[src/rtl/instruction_fetch_unit.sv]
// ============================================================================
// instruction_fetch_unit
//
// Instruction fetch stage of the RV32IM pipeline. It owns the program counter
// and issues word reads to instruction memory over a busywait handshake.
// Returned instructions are buffered and presented to the IF/ID register
// together with their PC, PC+4 and a valid flag. It honours hazard stalls and
// redirects from the branch unit. When no real instruction is available, a
// NOP bubble (addi x0,x0,0) is shown instead.
//
// Parameters:
//   RESET_PC       first fetch address after reset (bits [1:0] forced to 0)
//   NOP_INSTR      encoding driven on INSTRUCTION when FETCH_VALID=0
//
// Ports:
//   CLK            clock, all state changes on the rising edge
//   RESET          synchronous, active-high reset
//   STALL          hazard unit holds IF/ID; the output buffer must not advance
//   BRANCH_TAKEN   one-cycle redirect request from EX
//   BRANCH_TARGET  redirect address (bits [1:0] ignored)
//   IMEM_READ      read request to instruction memory (depends on FSM only)
//   IMEM_ADDRESS   word address of the request (always equals the fetch PC)
//   IMEM_READDATA  read data, valid when IMEM_READ=1 and IMEM_BUSYWAIT=0
//   IMEM_BUSYWAIT  memory not ready
//   INSTRUCTION    buffered instruction (registered)
//   PC             address of INSTRUCTION (registered)
//   PC_PLUS_4      PC+4 modulo 2^32 (registered)
//   FETCH_VALID    outputs hold a real instruction (registered)
// ============================================================================
module instruction_fetch_unit #(
  parameter logic [31:0] RESET_PC  = 32'h0000_0000,
  parameter logic [31:0] NOP_INSTR = 32'h0000_0013
) (
  input  logic        CLK,
  input  logic        RESET,
  input  logic        STALL,
  input  logic        BRANCH_TAKEN,
  input  logic [31:0] BRANCH_TARGET,
  output logic        IMEM_READ,
  output logic [31:0] IMEM_ADDRESS,
  input  logic [31:0] IMEM_READDATA,
  input  logic        IMEM_BUSYWAIT,
  output logic [31:0] INSTRUCTION,
  output logic [31:0] PC,
  output logic [31:0] PC_PLUS_4,
  output logic        FETCH_VALID
);

  typedef enum logic [1:0] {
    IDLE = 2'd0,
    REQ  = 2'd1,
    HOLD = 2'd2
  } state_t;

  localparam logic [31:0] RESET_PC_ALIGNED = {RESET_PC[31:2], 2'b00};

  state_t      state_q, state_d;
  logic [31:0] pc_q, pc_d;
  logic [31:0] instr_q, instr_d;
  logic [31:0] out_pc_q, out_pc_d;
  logic [31:0] out_pc4_q, out_pc4_d;
  logic        valid_q, valid_d;
  logic [31:0] skid_instr_q, skid_instr_d;
  logic [31:0] skid_pc_q, skid_pc_d;
  logic        skid_valid_q, skid_valid_d;

  logic [31:0] pc_inc;
  logic [31:0] skid_pc_inc;
  logic        completion;
  logic        buffer_blocked;
  logic        unused_target_bits;

  // Natural 32-bit wrap: 0xFFFFFFFC + 4 = 0.
  assign pc_inc      = pc_q + 32'd4;
  assign skid_pc_inc = skid_pc_q + 32'd4;

  assign completion     = (state_q == REQ) && !IMEM_BUSYWAIT;
  assign buffer_blocked = valid_q && STALL;

  // Target is word-aligned by construction; the low bits are dropped.
  assign unused_target_bits = ^BRANCH_TARGET[1:0];

  always_comb begin
    state_d      = state_q;
    pc_d         = pc_q;
    instr_d      = instr_q;
    out_pc_d     = out_pc_q;
    out_pc4_d    = out_pc4_q;
    valid_d      = valid_q;
    skid_instr_d = skid_instr_q;
    skid_pc_d    = skid_pc_q;
    skid_valid_d = skid_valid_q;

    if (BRANCH_TAKEN) begin
      // Redirect wins over stall and drops any completion at this edge. The
      // trip through IDLE gives memory one cycle to forget the old request.
      pc_d         = {BRANCH_TARGET[31:2], 2'b00};
      instr_d      = NOP_INSTR;
      valid_d      = 1'b0;
      skid_valid_d = 1'b0;
      state_d      = IDLE;
    end else begin
      unique case (state_q)
        IDLE: begin
          state_d = REQ;
        end

        REQ: begin
          if (completion) begin
            pc_d = pc_inc;
            if (!buffer_blocked) begin
              instr_d   = IMEM_READDATA;
              out_pc_d  = pc_q;
              out_pc4_d = pc_inc;
              valid_d   = 1'b1;
            end else begin
              // Downstream is holding a valid instruction, so park the new
              // one and stop requesting until the stall lifts.
              skid_instr_d = IMEM_READDATA;
              skid_pc_d    = pc_q;
              skid_valid_d = 1'b1;
              state_d      = HOLD;
            end
          end else if (!STALL) begin
            // Buffer was consumed and nothing replaces it: emit a bubble but
            // keep PC/PC_PLUS_4 pointing at the last real instruction.
            instr_d = NOP_INSTR;
            valid_d = 1'b0;
          end
        end

        HOLD: begin
          if (!STALL) begin
            instr_d      = skid_instr_q;
            out_pc_d     = skid_pc_q;
            out_pc4_d    = skid_pc_inc;
            valid_d      = skid_valid_q;
            skid_valid_d = 1'b0;
            state_d      = REQ;
          end
        end

        default: begin
          state_d = IDLE;
        end
      endcase
    end
  end

  always_ff @(posedge CLK) begin
    if (RESET) begin
      state_q      <= IDLE;
      pc_q         <= RESET_PC_ALIGNED;
      instr_q      <= NOP_INSTR;
      out_pc_q     <= 32'd0;
      out_pc4_q    <= 32'd0;
      valid_q      <= 1'b0;
      skid_instr_q <= NOP_INSTR;
      skid_pc_q    <= 32'd0;
      skid_valid_q <= 1'b0;
    end else begin
      state_q      <= state_d;
      pc_q         <= pc_d;
      instr_q      <= instr_d;
      out_pc_q     <= out_pc_d;
      out_pc4_q    <= out_pc4_d;
      valid_q      <= valid_d;
      skid_instr_q <= skid_instr_d;
      skid_pc_q    <= skid_pc_d;
      skid_valid_q <= skid_valid_d;
    end
  end

  assign IMEM_READ    = (state_q == REQ);
  assign IMEM_ADDRESS = pc_q;
  assign INSTRUCTION  = instr_q;
  assign PC           = out_pc_q;
  assign PC_PLUS_4    = out_pc4_q;
  assign FETCH_VALID  = valid_q;

endmodule

[config.mk]
export PLATFORM = sky130hd
export DESIGN_NAME = instruction_fetch_unit
export DESIGN_NICKNAME = d
export VERILOG_FILES = /design/src/rtl/instruction_fetch_unit.sv
export SDC_FILE = /design/constraint.sdc
export NUM_CORES = 1
export LEC_CHECK = 0
export ABC_CLOCK_PERIOD_IN_PS = 3310
export BUFFER_PORTS_ARGS = -buffer_cell sky130_fd_sc_hd__buf_2
export CORE_MARGIN = 2
export CORE_UTILIZATION = 30
export DETAILED_ROUTE_END_ITERATION = 12
export MAX_ROUTING_LAYER = met4
export SLEW_MARGIN = 20
export SYNTH_ARGS = -nofsm -noshare
export SYNTH_HDL_FRONTEND = slang
export SYNTH_SLANG_ARGS = --single-unit
[constraint.sdc]
create_clock -name CLK -period 3.31 [get_ports CLK]
set_clock_uncertainty 0.2 [all_clocks]
set_input_delay 0 -clock CLK [delete_from_list [all_inputs] [get_ports CLK]]
set_output_delay 0 -clock CLK [all_outputs]
set_load 0.02 [all_outputs]
==> impl_results.md <==
* 1st-iter DRT viols at approximately 660
* Sink Count at between 150 and 200
* Clock-pin slew on the worst setup and hold paths at approximately 80 ps
* Core area at between 30,000 and 40,000 um2
* Cts bufs inserted at 17
* Top cell type's share of synthesized area at between 40% and 50%
* RSZ-0062 raised after global routing: yes
* Syn Std Cell Area at around 9300 um2
* Synth-to-Final Area Change at 30.2%
* DRC Markers at 0
* Leading area contributor after synthesis: dfxtp_1
* Max Cap Violations at 0
* Post-route ant nets at 0
* Worst R2R Setup Slack at ~89 ps
* Via/cell ratio at ~5.3
* Global-route wire length before repair at between 40,000 and 50,000 um
* I/O pin total at 199
* Total gr overflow at 0
* Total iterations of the first detailed-routing run at 5
* Peak VDD IR at about 340 uV
* Cells after Synth at roughly 1,200
* Die area at approximately 32,000 um2
* Synth area leaders: dfxtp_1 40%, nand2_1 7.5%, mux2i_1 4.8%
* Most Used Layer, Global Route: met2
* # setup viols final at 0
* Largest net degree at the start of global routing at 51
* Die X at roughly 180 um
* Hpwl dp at ~22,000 um
* DIE HEIGHT at 180 um
* Max clock buf depth at 2
* Mean Syn Cell Area at a little under 8 um2
* Status: finished, final reports clean
* Root buf cell: clkbuf_16
* Yosys reg bits at around 190
* Met1 GRT Util at 26.9%
* Fin cells at roughly 1,800
* Via count at 9,523
* Layout cells sized above 1 at between 10% and 20%
* Initial antenna violation count at 0
* Register area share after synthesis at between 40 and 50%
* Met3 usage at between 2 and 2.5%
* Worst hold path endpoint: IMEM_ADDRESS[4]$_SDFFE_PP0P_
* Post-synthesis xor/xnor area fraction at 4.61%
* Worst-Margin Slew at approximately 740 ps
* Hold Crit Class: in2reg
* Hold Startpoint: BRANCH_TARGET[4]
* P per Cell Area at around 430 nW/um2
* Initial Util at 30.4%
* FMAX at about 310 MHz
* Crit path time final at around 3200 ps
* Final Core Density at 39.6%
* Simple-Gate Fraction of Synth Area at about a quarter
* Synth unique cells at 60
* Placed Instances at between 1,500 and 2,000
* CTS tree: built
* Clock Latency Late Sink at around 440 ps
* Syn. warnings at 0
* Number of synthesized flops with an enable pin at 0
* Gr usage total at between 15 and 20%
* Critical Path RT at ~3500 ps
* Hold path depth at 4
* Diodes inserted at 0
* Buffers on Ports at between 150 and 200
* Main combinational cell family by area after synthesis: simple AND/OR/NAND/NOR gates
* WL final at 32,200 um
* CP startpoint kind: register
* Reg2reg start: IMEM_ADDRESS[2]$_SDFFE_PP0P_
* P_leak at about 4.5 nW
* H-tree depth at 4
* Synth Flop Type: dfxtp_1
* Vias in the first global route at roughly 8,800
* Worst Path Arrival at ~3400 ps
* CP Max Fanout at 8
* Most frequent cells in the layout: 189 x buf_2, 188 x dfxtp_1, 185 x nand2_1
* WL/cell at around 18 um
* Compound-cell area share of the yosys netlist at around 17%
* Path depth of the worst reg2reg path at 7
* Final Slew Violations at 0
* Crit path kind: reg2reg
* Worst slew margin at approximately 51%
* Nets at about 1,500
* Reg2reg end: IMEM_ADDRESS[22]$_SDFFE_PP0P_
* Global placer's final weighted congestion at around 0.9
* # rows at 64
* Adder-Cell Fraction of Synth Area at less than 1%
* Total Neg Setup Slack at 0 ps
* Tcrit/Tclk final at about 100%
* Worst setup EP type: register
* Global Route met2 Usage at a little under a third
* Commonest non-fill, non-tap cell in the layout: buf_2
* Async SR Flop Fraction at 0%
* Mux contribution to synthesized area at under 10%
* Final Hold Viols at 0
==> cells in the mapped netlist (all sizes together), types with 24 or more instances <==
cell	n
nand2	185
a211oi	49
nor3	54
o21ai	24
xnor2	36
buf	38
dfxtp	188
nor4	29
nand4	24
nand3	34
clkbuf	83
a221oi	30
a21oi	79
nor2	118
mux2i	45
==> cells by family after synthesis <==
| logic type | Yosys count |
|---|---|
| and+or+nand+nor | 512 |
| AOI/OAI and AO/OA | 238 |
| DFF | 188 |
| buffers and inverters | 133 |
| xor gates and xnor gates | 49 |
| muxes | 45 |
| adders and majority gates | 6 |
| other | 1 |
==> timing repair <==
item | 4_1_cts | 5_1_grt
endpoints found under the setup margin | 0 | 11
resized for setup | 0 | 2
hold buffers | 88 | 0
endpoints found under the hold margin | 117 | 0
buffers inserted | 0 | 0
==> area by class of cell <==
type	instances	area, um2
Tap cell	396	495
Clock buffer	17	425
Timing Repair Buffer	318	2150
Fill cell	3153	18500
Sequential cell	188	3760
Inverter	12	45.0
Multi-Input combinational cell	856	5050
Clock inverter	15	200
==> sequential cells by signal, indices dropped and copies added (netlist names) <==
name and flops:
FETCH_VALID 1, state_q 2, PC_PLUS_4 30, INSTRUCTION 32, IMEM_ADDRESS 30, PC 30
skid_valid_q 1, skid_instr_q 32, skid_pc_q 30
==> worst max path at each step <==
stage                     slack, ps  cells after the start                         start                            end
after detailed placement        630                      7       state_q[0]$_SDFFE_PP0P_      skid_valid_q$_SDFFE_PP0P_
after global routing            -30                      6  IMEM_ADDRESS[4]$_SDFFE_PP0P_  IMEM_ADDRESS[27]$_SDFFE_PP0P_
after floorplan                 850                      7  IMEM_ADDRESS[2]$_SDFFE_PP0P_     PC_PLUS_4[22]$_SDFFE_PP0P_
after CTS                        70                      6  IMEM_ADDRESS[5]$_SDFFE_PP0P_  IMEM_ADDRESS[27]$_SDFFE_PP0P_
after global placement          660                      7       state_q[0]$_SDFFE_PP0P_      skid_valid_q$_SDFFE_PP0P_
final                            90                      7  IMEM_ADDRESS[2]$_SDFFE_PP0P_  IMEM_ADDRESS[22]$_SDFFE_PP0P_
==> metrics by stage <==
step	setup slack, ps	instance area, um2	total power (W)	hold slack, ps
floorplan	849	9330	0.00278	-75.8
global placement	658	10600	0.00299	28.0
detailed placement	627	10600	0.00300	30.8
CTS	68.5	12100	0.00529	114
global route	-31.0	12100	0.00545	134
finish	88.8	12100	0.00526	134
==> where the power goes <==
group | switching [W] | internal, W | total, W
Combinational | 0.000360 | 0.000259 | 0.000619
Clock | 0.00101 | 0.00122 | 0.00223
Sequential | 0.0000837 | 0.00232 | 0.00241
==> layer usage <==
| layer | share of wire, % | up-vias |
|---|---|---|
| met5 | 0 | - |
| met4 | 2.9 | 0 |
| met3 | 6.2 | 48 |
| met2 | 46 | 371 |
| met1 | 45 | 4482 |
| li1 | - | 4622 |
==> worst max-delay path, stage by stage (launching register included) <==
cell	delay, ps
dfxtp_1	480
ha_1	300
and4_1	450
nand3_1	170
nor4_1	520
xnor2_1	150
a211oi_1	280
dlygate4sd3_1	610
Note: power is estimated with default switching activity, not from simulation.
